<file path="src/rtl/gpu_video_pkg.sv">
// Shared video timing definitions: FSM encoding, counter width and default 640x480 timing.
package gpu_video_pkg;

  localparam int CNT_W = 12;

  localparam int DEF_H_ACTIVE = 640;
  localparam int DEF_H_FP     = 16;
  localparam int DEF_H_SYNC   = 96;
  localparam int DEF_H_BP     = 48;
  localparam int DEF_V_ACTIVE = 480;
  localparam int DEF_V_FP     = 10;
  localparam int DEF_V_SYNC   = 2;
  localparam int DEF_V_BP     = 33;

  typedef enum logic [1:0] {
    ST_IDLE     = 2'd0,
    ST_RUN      = 2'd1,
    ST_STOPPING = 2'd2
  } vt_state_e;

  function automatic int phase_total(input int act, input int fp, input int sync, input int bp);
    return act + fp + sync + bp;
  endfunction

endpackage

</file>
<file path="src/rtl/video_timing_gen_if.sv">
// Timing bundle between the generator (master) and the HDMI encoder / fetch path (slave).
// Line-compare signals exist only when VIDEO_TIMING_GEN_LINE_IRQ_EN is defined.
interface video_timing_gen_if;
  import gpu_video_pkg::*;

  logic             en;
  logic             running;
  logic             blk;
  logic             hs;
  logic             vs;
  logic [CNT_W-1:0] x;
  logic [CNT_W-1:0] y;
  logic             frameStart;
  logic             vblankStart;
`ifdef VIDEO_TIMING_GEN_LINE_IRQ_EN
  logic [CNT_W-1:0] lineCmp;
  logic             lineIrq;
`endif

  modport master (
    input  en,
`ifdef VIDEO_TIMING_GEN_LINE_IRQ_EN
    input  lineCmp,
    output lineIrq,
`endif
    output running, blk, hs, vs, x, y, frameStart, vblankStart
  );

  modport slave (
    output en,
`ifdef VIDEO_TIMING_GEN_LINE_IRQ_EN
    output lineCmp,
    input  lineIrq,
`endif
    input  running, blk, hs, vs, x, y, frameStart, vblankStart
  );

endinterface

</file>
<file path="src/rtl/video_phase_counter.sv">
// One timing axis (active/FP/sync/BP): wrap flag on the current count, flags decoded on the next count
// so the parent can register its outputs aligned with the counter. No backpressure.
module video_phase_counter
  import gpu_video_pkg::*;
#(
  parameter int ACTIVE = DEF_H_ACTIVE,
  parameter int FP     = DEF_H_FP,
  parameter int SYNC   = DEF_H_SYNC,
  parameter int BP     = DEF_H_BP
) (
  input  logic             clk,
  input  logic             resetn,
  input  logic             adv_i,
  input  logic             clr_i,
  output logic [CNT_W-1:0] nxt_cnt_o,
  output logic             wrap_o,
  output logic             nxt_active_o,
  output logic             nxt_sync_o
);

  localparam int EXT_W = CNT_W + 1;
  localparam int TOTAL = phase_total(ACTIVE, FP, SYNC, BP);
  localparam logic [EXT_W-1:0] LAST     = EXT_W'(TOTAL - 1);
  localparam logic [EXT_W-1:0] ACT_END  = EXT_W'(ACTIVE);
  localparam logic [EXT_W-1:0] SYNC_BEG = EXT_W'(ACTIVE + FP);
  localparam logic [EXT_W-1:0] SYNC_END = EXT_W'(ACTIVE + FP + SYNC);

  logic [CNT_W-1:0] cnt_q, cnt_d;
  logic [EXT_W-1:0] cnt_ext;

  assign wrap_o = ({1'b0, cnt_q} == LAST);

  always_comb begin
    cnt_d = cnt_q;
    if (clr_i) begin
      cnt_d = '0;
    end else if (adv_i) begin
      cnt_d = wrap_o ? '0 : cnt_q + CNT_W'(1);
    end
  end

  // Compared one bit wider so a phase ending exactly at 4096 still decodes correctly.
  assign cnt_ext      = {1'b0, cnt_d};
  assign nxt_cnt_o    = cnt_d;
  assign nxt_active_o = (cnt_ext < ACT_END);
  assign nxt_sync_o   = (cnt_ext >= SYNC_BEG) && (cnt_ext < SYNC_END);

  always_ff @(posedge clk) begin
    if (!resetn) begin
      cnt_q <= '0;
    end else begin
      cnt_q <= cnt_d;
    end
  end

endmodule

</file>
<file path="src/rtl/video_timing_gen.sv">
// Pixel-clock video timing: frame-aligned run/stop, registered blk/hs/vs/x/y and event pulses, zero extra latency.
// No backpressure; VIDEO_TIMING_GEN_LINE_IRQ_EN adds the lineCmp/lineIrq line interrupt.
module video_timing_gen
  import gpu_video_pkg::*;
#(
  parameter int H_ACTIVE = DEF_H_ACTIVE,
  parameter int H_FP     = DEF_H_FP,
  parameter int H_SYNC   = DEF_H_SYNC,
  parameter int H_BP     = DEF_H_BP,
  parameter int V_ACTIVE = DEF_V_ACTIVE,
  parameter int V_FP     = DEF_V_FP,
  parameter int V_SYNC   = DEF_V_SYNC,
  parameter int V_BP     = DEF_V_BP,
  parameter bit HS_POL   = 1'b0,
  parameter bit VS_POL   = 1'b0
) (
  input  logic               clk,
  input  logic               resetn,
  video_timing_gen_if.master vif
);

  localparam int H_TOTAL = phase_total(H_ACTIVE, H_FP, H_SYNC, H_BP);
  localparam int V_TOTAL = phase_total(V_ACTIVE, V_FP, V_SYNC, V_BP);
  localparam logic [CNT_W-1:0] H_VBLANK   = CNT_W'(H_ACTIVE);
  localparam logic [CNT_W-1:0] V_LAST_ACT = CNT_W'(V_ACTIVE - 1);

  if (H_TOTAL > (1 << CNT_W)) begin : g_h_range
    $error("H_TOTAL does not fit the pixel counter");
  end
  if (V_TOTAL > (1 << CNT_W)) begin : g_v_range
    $error("V_TOTAL does not fit the line counter");
  end

  vt_state_e        state_q, state_d;
  logic             cnt_clr, h_adv, v_adv;
  logic             h_wrap, v_wrap, frame_end;
  logic [CNT_W-1:0] hcnt_d, vcnt_d;
  logic             h_act_d, v_act_d, h_sync_d, v_sync_d;
  logic             run_d, blk_d, hs_d, vs_d, frame_start_d, vblank_start_d;
  logic [CNT_W-1:0] x_d, y_d;
  logic             running_q, blk_q, hs_q, vs_q, frame_start_q, vblank_start_q;
  logic [CNT_W-1:0] x_q, y_q;

  assign cnt_clr   = (state_q == ST_IDLE);
  assign h_adv     = !cnt_clr;
  assign v_adv     = h_adv && h_wrap;
  assign frame_end = h_wrap && v_wrap;

  video_phase_counter #(
    .ACTIVE(H_ACTIVE), .FP(H_FP), .SYNC(H_SYNC), .BP(H_BP)
  ) u_hcnt (
    .clk(clk), .resetn(resetn), .adv_i(h_adv), .clr_i(cnt_clr),
    .nxt_cnt_o(hcnt_d), .wrap_o(h_wrap), .nxt_active_o(h_act_d), .nxt_sync_o(h_sync_d)
  );

  video_phase_counter #(
    .ACTIVE(V_ACTIVE), .FP(V_FP), .SYNC(V_SYNC), .BP(V_BP)
  ) u_vcnt (
    .clk(clk), .resetn(resetn), .adv_i(v_adv), .clr_i(cnt_clr),
    .nxt_cnt_o(vcnt_d), .wrap_o(v_wrap), .nxt_active_o(v_act_d), .nxt_sync_o(v_sync_d)
  );

  // Outputs are decoded from next-state values so the registered copies line up with the counters.
  always_comb begin
    state_d = state_q;
    case (state_q)
      ST_IDLE:     if (vif.en) state_d = ST_RUN;
      ST_RUN:      if (frame_end) state_d = vif.en ? ST_RUN : ST_IDLE;
                   else if (!vif.en) state_d = ST_STOPPING;
      ST_STOPPING: if (frame_end) state_d = vif.en ? ST_RUN : ST_IDLE;
      default:     state_d = ST_IDLE;
    endcase

    run_d          = (state_d != ST_IDLE);
    blk_d          = !(run_d && h_act_d && v_act_d);
    hs_d           = (run_d && h_sync_d) ? HS_POL : !HS_POL;
    vs_d           = (run_d && v_sync_d) ? VS_POL : !VS_POL;
    x_d            = blk_d ? '0 : hcnt_d;
    y_d            = blk_d ? '0 : vcnt_d;
    frame_start_d  = run_d && (hcnt_d == '0) && (vcnt_d == '0);
    vblank_start_d = run_d && (hcnt_d == H_VBLANK) && (vcnt_d == V_LAST_ACT);
  end

  always_ff @(posedge clk) begin
    if (!resetn) begin
      state_q        <= ST_IDLE;
      running_q      <= 1'b0;
      blk_q          <= 1'b1;
      hs_q           <= !HS_POL;
      vs_q           <= !VS_POL;
      x_q            <= '0;
      y_q            <= '0;
      frame_start_q  <= 1'b0;
      vblank_start_q <= 1'b0;
    end else begin
      state_q        <= state_d;
      running_q      <= run_d;
      blk_q          <= blk_d;
      hs_q           <= hs_d;
      vs_q           <= vs_d;
      x_q            <= x_d;
      y_q            <= y_d;
      frame_start_q  <= frame_start_d;
      vblank_start_q <= vblank_start_d;
    end
  end

  assign vif.running     = running_q;
  assign vif.blk         = blk_q;
  assign vif.hs          = hs_q;
  assign vif.vs          = vs_q;
  assign vif.x           = x_q;
  assign vif.y           = y_q;
  assign vif.frameStart  = frame_start_q;
  assign vif.vblankStart = vblank_start_q;

`ifdef VIDEO_TIMING_GEN_LINE_IRQ_EN
  logic line_irq_d, line_irq_q;

  // Out-of-range compare values can never match vcnt, so they never fire.
  assign line_irq_d = run_d && (hcnt_d == '0) && (vcnt_d == vif.lineCmp);

  always_ff @(posedge clk) begin
    if (!resetn) begin
      line_irq_q <= 1'b0;
    end else begin
      line_irq_q <= line_irq_d;
    end
  end

  assign vif.lineIrq = line_irq_q;
`endif

endmodule

</file>
<file path="src/flat_wrapper.sv">
// flat-port wrapper written by rule: the top's interface ports become plain ports
module video_timing_gen_flat import gpu_video_pkg::*;
#(
  parameter int H_ACTIVE = DEF_H_ACTIVE,
  parameter int H_FP     = DEF_H_FP,
  parameter int H_SYNC   = DEF_H_SYNC,
  parameter int H_BP     = DEF_H_BP,
  parameter int V_ACTIVE = DEF_V_ACTIVE,
  parameter int V_FP     = DEF_V_FP,
  parameter int V_SYNC   = DEF_V_SYNC,
  parameter int V_BP     = DEF_V_BP,
  parameter bit HS_POL   = 1'b0,
  parameter bit VS_POL   = 1'b0
)
  (clk, resetn, vif_en, vif_running, vif_blk, vif_hs, vif_vs, vif_x, vif_y, vif_frameStart, vif_vblankStart);
  video_timing_gen_if vif_i ();
  input  logic clk;
  input  logic resetn;
  input wire logic [$bits(vif_i.en)-1:0] vif_en;
  output wire logic [$bits(vif_i.running)-1:0] vif_running;
  output wire logic [$bits(vif_i.blk)-1:0] vif_blk;
  output wire logic [$bits(vif_i.hs)-1:0] vif_hs;
  output wire logic [$bits(vif_i.vs)-1:0] vif_vs;
  output wire logic [$bits(vif_i.x)-1:0] vif_x;
  output wire logic [$bits(vif_i.y)-1:0] vif_y;
  output wire logic [$bits(vif_i.frameStart)-1:0] vif_frameStart;
  output wire logic [$bits(vif_i.vblankStart)-1:0] vif_vblankStart;
  assign vif_i.en = vif_en;
  assign vif_running = vif_i.running;
  assign vif_blk = vif_i.blk;
  assign vif_hs = vif_i.hs;
  assign vif_vs = vif_i.vs;
  assign vif_x = vif_i.x;
  assign vif_y = vif_i.y;
  assign vif_frameStart = vif_i.frameStart;
  assign vif_vblankStart = vif_i.vblankStart;
  video_timing_gen #(.H_ACTIVE(H_ACTIVE), .H_FP(H_FP), .H_SYNC(H_SYNC), .H_BP(H_BP), .V_ACTIVE(V_ACTIVE), .V_FP(V_FP), .V_SYNC(V_SYNC), .V_BP(V_BP), .HS_POL(HS_POL), .VS_POL(VS_POL)) u_core (.clk(clk), .resetn(resetn), .vif(vif_i));
endmodule
</file>
<file path="config.mk">
export PLATFORM = sky130hd
export DESIGN_NAME = video_timing_gen_flat
export DESIGN_NICKNAME = d
export VERILOG_FILES = /design/src/rtl/gpu_video_pkg.sv /design/src/rtl/video_timing_gen_if.sv /design/src/rtl/video_phase_counter.sv /design/src/rtl/video_timing_gen.sv /design/src/flat_wrapper.sv
export SDC_FILE = /design/constraint.sdc
export NUM_CORES = 1
export LEC_CHECK = 0
export BUFFER_PORTS_ARGS = -buffer_cell sky130_fd_sc_hd__buf_2
export CORE_MARGIN = 4
export CORE_UTILIZATION = 51
export DETAILED_ROUTE_END_ITERATION = 8
export GPL_TIMING_DRIVEN = 0
export PLACE_DENSITY_LB_ADDON = 0.05
export SLEW_MARGIN = 40
export SYNTH_ARGS = -nofsm -noshare
export SYNTH_HDL_FRONTEND = slang
export SYNTH_SLANG_ARGS = --single-unit
</file>
<file path="constraint.sdc">
create_clock -name clk -period 2.45 [get_ports clk]
set_input_delay 0.1225 -clock clk [delete_from_list [all_inputs] [get_ports clk]]
set_output_delay 0.1225 -clock clk [all_outputs]
set_load 0.05 [all_outputs]
</file>
==> metrics.csv, run 1 <==
stage,metric,value,unit
outcome,violations,negative setup slack,
routing,firstDrtPassIters,5,
layout,fill_cells,395,
placement,portBuffers,32,
worst_setup_path,crit_path_max_fanout,8,
worst_setup_path,worstSetupPathType,reg2reg,
logic_synthesis,synthCells,280,
logic_synthesis,synth-seq-cells,56,
die,core_area,5070,um^2
clock_network,cts.htree.levels,2,
clock_network,clock_sinks,56,
clock_network,cts_tree,done,
timing,finClkSkew,0.0123,ns
layout,final_nets,356,
logic_synthesis,yosys.area_share.simple,31.9,%
outcome,status,finished with violations,
routing,wl,7400,um
worst_setup_path,cp.arrival,2.66,ns
layout,layout-drive-gt1-share,39.9,%
layout,n_antenna_cell,0,
logic_synthesis,synth.top_cells.by_area,"dfxtp_1 42%, nor2_1 3.9%, nor3_1 3.2%",
timing,rsz0062_at_grt,true,
placement,dp_slack,-0.294,ns
power_and_ir_drop,p_switching,0.429,mW
routing,wl_per_cell,17.6,um
routing,drc_errors,0,
worst_setup_path,rr_startpoint,u_core.u_hcnt.cnt_q[7],
clock_network,ctsHoldBuffers,0,
global_route,grt_overflow_total,0,
timing,fmax,406,MHz
clock_network,clk_pin_slew,0.11,ns
timing,fin_crit,2.47,ns
worst_hold_path,hp-start,vif_en,
power_and_ir_drop,p_per_area,464,nW/um^2
worst_setup_path,worst_ep_required_time,2.64,ns
logic_synthesis,synth_seq_area_share,42.1,%
logic_synthesis,ys.flop_type,dfxtp_1,
die,start_util,52.5,%
power_and_ir_drop,switching_share,25.9,%
routing,drt_iter0_drc,221,
layout,synthToLayoutAreaGrowth,34.2,%
routing,via_count,2457,
timing,hold_viol_final,0,
logic_synthesis,yosys_warnings,0,
layout,fin_util,70.4,%
timing,setup_violations,1,
flow_run,drv_cap,0,
die,die_w,80.3,um
logic_synthesis,synth-xor-area-share,3.95,%
logic_synthesis,yosys.area.top_type_share,42.1,%
logic_synthesis,async_flop_share,0,%
timing,maxSlewViolCount,0,
die,dieArea,6440,um^2
clock_network,clk_latency,0.31,ns
power_and_ir_drop,seq_power_share,55.8,%
logic_synthesis,synth_compound_area_share,16.9,%
global_route,grt_max_degree,17,
worst_hold_path,holdPathEnd,u_core.state_q[0],
logic_synthesis,synth_top_family_by_area,simple AND/OR/NAND/NOR gates,
logic_synthesis,synth_cell_type_count,74,
power_and_ir_drop,vdd_drop_max,431,uV
timing,period_share,101,%
power_and_ir_drop,leakagePower,1.42,nW
clock_network,clockRootBuffer,clkbuf_8,
global_route,grt_pass1_wl,10900,um
logic_synthesis,ys_top_cells_by_count,"56 x dfxtp_1, 28 x nor2_1, 22 x nand2_1, 17 x nor3_1, 10 x nand4_1",
logic_synthesis,synthesis.area,2660,um^2
die,rows,26,
logic_synthesis,synthAdderAreaFrac,1.41,%
placement,gp_congestion,0.905,
power_and_ir_drop,power_frac_comb,12.2,%
worst_setup_path,critPathLaunchType,flip-flop,
logic_synthesis,synth.area.mux_share,0.798,%
power_and_ir_drop,intPower,1.23,mW
worst_setup_path,worst_r2r_endpoint,u_core.vif.vs,
clock_network,cts_buffer_depth,2,
worst_setup_path,reg2reg_slack,-0.02,ns
worst_setup_path,endpoint_kind,flip-flop,
die,die_h,80.3,um
timing,timing.final.ws_setup,-0.0154,ns
clock_network,numCtsBuffers,5,
global_route,grt_usage,21.8,%
logic_synthesis,synth-edff-count,0,
worst_setup_path,worstRegToRegCells,7,
logic_synthesis,post-synth-top-area-cell,dfxtp_1,
die,pin_count,33,
global_route,grt_antenna_before_repair,0,
worst_hold_path,min-delay-path-class,in2reg,
worst_hold_path,holdPathStages,2,
logic_synthesis,synth_most_common_cell,dfxtp_1,
placement,dpl.hpwl,4520,um
power_and_ir_drop,power_frac_clock,32.0,%
global_route,grt_pass1_vias,2148,
routing,ant_nets,0,
logic_synthesis,postSynthAreaPerCell,9.51,um^2
routing,post_drt_via_cell_ratio,5.84,
timing repair:
| action | CTS | global route |
|---|---|---|
| endpoints found under the setup margin | 23 | 22 |
| pin swaps | 6 | 18 |
| buffers inserted | 10 | 18 |
| gates resized for setup | 16 | 45 |
worst max path at each step:
| stage | start | end | slack (ns) | cells past startpoint |
|---|---|---|---|---|
| floorplan | u_core.u_hcnt.cnt_q[0] | u_core.vif.vs | 0.01 | 8 |
| global placement | u_core.u_hcnt.cnt_q[0] | u_core.vif.vs | -0.32 | 8 |
| detailed placement | u_core.u_hcnt.cnt_q[0] | u_core.vif.vs | -0.29 | 8 |
| CTS | u_core.u_hcnt.cnt_q[0] | u_core.vif.vs | -0.03 | 8 |
| global route | u_core.u_hcnt.cnt_q[7] | u_core.vif.x[2] | -0.12 | 8 |
| finish | u_core.u_hcnt.cnt_q[7] | u_core.vif.vs | -0.02 | 7 |
registers in the layout (all words and copies together), names as in the netlist:
name	flops
u_core.u_hcnt.cnt_q	12
u_core.vif.y	12
u_core.vif.frameStart	1
u_core.u_vcnt.cnt_q	12
u_core.vif.running	1
u_core.vif.x	12
u_core.vif.blk	1
u_core.vif.hs	1
u_core.vif.vs	1
u_core.vif.vblankStart	1
u_core.state_q	2
critical path, stage by stage (launching register included):
cell	delay [ns]
dfxtp_4	0.38
or3_4	0.42
or3_4	0.39
buf_8	0.16
nor2_8	0.18
a41oi_4	0.19
nand4bb_4	0.30
or3_1	0.33
per-stage QoR:
step / cell area, um^2 / hold slack [ns] / total power, mW / std cells / TNS [ns]
after floorplan: 2690 / 0.240 / 1.05 / 284 / 0
after global placement: 2940 / 0.399 / 1.09 / 386 / -4.42
after detailed placement: 2940 / 0.409 / 1.08 / 386 / -4.34
after CTS: 3200 / 0.0814 / 1.62 / 404 / -0.0727
after global routing: 3570 / 0.100 / 1.71 / 421 / -0.671
final: 3570 / 0.0787 / 1.66 / 421 / -0.0154
per-layer routing:
layer / track usage, % / wire length (um) / vias to the layer above / part of all wire [%]
met5: 0 / 0 / - / 0
met3: 4.48 / 632 / 14 / 8.5
met2: 31.7 / 3320 / 131 / 45
li1: - / - / 1173 / -
met4: 6.25 / 136 / 0 / 1.8
met1: 32.1 / 3310 / 1139 / 45
final cells by class:
class | instances | area [um^2] | share of cell area (%)
timing repair buffer | 60 | 427 | 11.9
multi-input combinational | 214 | 1730 | 48.3
inverter | 5 | 18.8 | 0.525
sequential | 56 | 1140 | 31.9
clock inverter | 1 | 7.51 | 0.210
tap | 70 | 87.6 | 2.45
clock buffer | 7 | 86.3 | 2.42
buffer | 8 | 80.1 | 2.24
kinds of logic after synthesis:
kind of cell / after synthesis
AND/OR/NAND/NOR: 140
flip-flops: 56
AO/OA/AOI/OAI: 52
buffers and inverters: 14
XOR/XNOR: 12
adder cells (fa/ha/maj): 3
multiplexers: 2
other: 1
cells in the final DEF (no fill, tap or decap), types with 3 or more instances in the layout:
master and instances:
a21oi_1 6, a41oi_1 3, and2_1 3, and3_1 4, buf_12 3, buf_2 33, buf_4 21, buf_6 8
clkbuf_8 6, conb_1 5, dfxtp_1 49, dfxtp_2 3, dfxtp_4 4, inv_1 5, nand2_1 22, nand2_4 3
nand3_1 6, nand4_1 10, nor2_1 28, nor2b_1 3, nor3_1 14, nor3b_2 4, nor4_1 4, nor4_2 4
o21ai_0 8, xnor2_1 7, xor2_1 4
power groups by stage:
stage	Combinational, mW	Clock [mW]	Sequential [mW]
finish	0.202	0.531	0.926
global route	0.212	0.569	0.928
CTS	0.160	0.536	0.929
detailed placement	0.134	0	0.950
global placement	0.135	0	0.950
floorplan	0.0646	0	0.984
Note: power is estimated with default switching activity, not from simulation.
==> inputs of run 2 (changes only) <==
Settings changed: CELL_PAD_IN_SITES_DETAIL_PLACEMENT from default to 2, CELL_PAD_IN_SITES_GLOBAL_PLACEMENT from default to 2, CORE_UTILIZATION 51 to 32.
==> run 2 against run 1 <==
The run now ends clean. Clock power is 9.6% higher. Global-route usage is 3.4 points lower. Clock skew is 0.0027 ns higher. Register-to-register slack better by 0.05 ns. Sequential share of layout area is 0.75 points lower. Utilization is 25 points lower. Power is 2.5% higher. Die area is 53% higher. Highest routed layer unchanged.
==> metrics.csv, run 2 (synthesis results as in run 1) <==
stage,metric,value,unit
outcome,status,finished clean,
timing,period_share,98.5,%
timing,max_slew_margin,56.3,%
global_route,grt_max_degree,19,
layout,synthToLayoutAreaGrowth,38.0,%
layout,final_nets,360,
timing,finClkSkew,0.0150,ns
worst_setup_path,cp.arrival,2.62,ns
placement,dpl.hpwl,6150,um
worst_hold_path,min-delay-path-class,in2reg,
power_and_ir_drop,total_power,1.70,mW
worst_setup_path,worst_ep_required_time,2.66,ns
clock_network,ctsHoldBuffers,0,
clock_network,cts_buffer_depth,2,
die,start_util,32.6,%
global_route,grt_antenna_before_repair,0,
routing,drc_errors,0,
die,pin_count,33,
layout,n_antenna_cell,0,
die,rows,33,
routing,wl,9620,um
flow_run,drv_cap,0,
worst_setup_path,worstSetupPathType,reg2reg,
worst_setup_path,crit_path_max_fanout,5,
routing,firstDrtPassIters,4,
global_route,grt_usage,18.3,%
layout,fill_cells,894,
clock_network,clock_sinks,56,
layout,stdcell_area,3680,um^2
clock_network,cts_tree,done,
timing,fin_crit,2.41,ns
clock_network,numCtsBuffers,5,
die,core_area,8180,um^2
worst_setup_path,endpoint_kind,flip-flop,
clock_network,clk_pin_slew,0.11,ns
global_route,grt_pass1_wl,14200,um
layout,layout_commonest_cell,dfxtp_1,
timing,maxSlewViolCount,0,
worst_setup_path,critPathLaunchType,flip-flop,
routing,via_count,2477,
placement,gp_congestion,0.757,
clock_network,clockRootBuffer,clkbuf_8,
timing,hold_slack,0.0812,ns
clock_network,clk_latency,0.32,ns
die,dieArea,9850,um^2
placement,portBuffers,32,
timing,tns,0,ns
routing,wl_per_cell,20.9,um
power_and_ir_drop,p_per_area,462,nW/um^2
power_and_ir_drop,vdd_drop_max,259,uV
power_and_ir_drop,leakagePower,1.44,nW
timing,setup_violations,0,
routing,post_drt_via_cell_ratio,5.38,
global_route,grt_pass1_vias,2586,
clock_network,cts.htree.levels,2,
die,die_w,99.2,um
layout,final_cell_mix,"45 x dfxtp_1, 32 x buf_2, 30 x buf_4, 27 x nor2_1, 21 x nand2_1",
timing,fmax,414,MHz
timing,tightest_slew,0.656,ns
global_route,grt_overflow_total,0,
routing,ant_nets,0,
die,die_h,99.2,um
timing,rsz0062_at_grt,true,
placement,placedInstanceArea,2980,um^2
timing,hold_viol_final,0,
routing,drt_iter0_drc,154,
layout,layout-drive-gt1-share,43.4,%
==> run 2: changes by cell type in the layout (fill, tap and decap cells not counted), moves of 3 or more <==
cell / delta
buf_4: +9
buf_6: -4
dfxtp_1: -4
dfxtp_2: +4
nor3_1: -4
nor3_2: +3
==> run 2: layout make-up <==
| class | instances | area [um^2] | area share [%] |
|---|---|---|---|
| buffer | 6 | 52.6 | 1.43 |
| clock buffer | 6 | 82.6 | 2.25 |
| clock inverter | 2 | 17.5 | 0.476 |
| inverter | 5 | 18.8 | 0.510 |
| multi-input combinational | 215 | 1780 | 48.4 |
| sequential | 56 | 1140 | 31.1 |
| tap | 105 | 131 | 3.57 |
| timing repair buffer | 65 | 449 | 12.2 |
==> run 2: worst max-delay path, cell delays in order, from the launching register on <==
cell       delay [ns]
dfxtp_4          0.37
or3_4            0.42
or3_4            0.46
nor2_8           0.20
a41oi_4          0.16
nand4bb_4        0.29
or3_4            0.40
==> run 2: what timing repair did <==
item,in CTS,in global routing
setup buffers,15,18
hold endpoints to repair,0,0
setup endpoints to repair,26,23
gates resized for setup,32,31
gates cloned,0,1
pin swaps,11,13
==> run 2: per-layer routing <==
metal / track usage, % / wire (um) / vias to the layer above
li1: - / - / 1175
met1: 25.9 / 4750 / 1251
met2: 29.3 / 4550 / 43
met3: 3.02 / 238 / 8
met4: 4.41 / 80 / 0
met5: 0 / 0 / -
==> run 2: per-stage QoR <==
| stage | setup WS, ns | instances | util [%] |
|---|---|---|---|
| after floorplan | 0.0113 | 284 | - |
| after global placement | -0.440 | 421 | 36.5 |
| after detailed placement | -0.478 | 421 | 36.5 |
| after CTS | 0.00383 | 443 | 41.4 |
| after global routing | -0.0668 | 460 | 45.0 |
| final | 0.0364 | 460 | 45.0 |
==> run 2: worst paths after layout <==
path / cells past startpoint / end / slack [ns] / start
worst min-delay path: 2 / u_core.state_q[0] / 0.08 / vif_en
worst min register to register: 2 / u_core.u_hcnt.cnt_q[0] / 0.59 / u_core.u_hcnt.cnt_q[0]
worst max-delay path: 6 / u_core.vif.vs / 0.04 / u_core.u_hcnt.cnt_q[7]
worst max register to register: 6 / u_core.vif.vs / 0.04 / u_core.u_hcnt.cnt_q[7]
==> run 2: power by group <==
part           internal, mW  switching, mW  total [mW]
clock network         0.238          0.343       0.582
logic                0.0637          0.129       0.193
registers             0.919        0.00596       0.925
total                  1.22          0.478        1.70
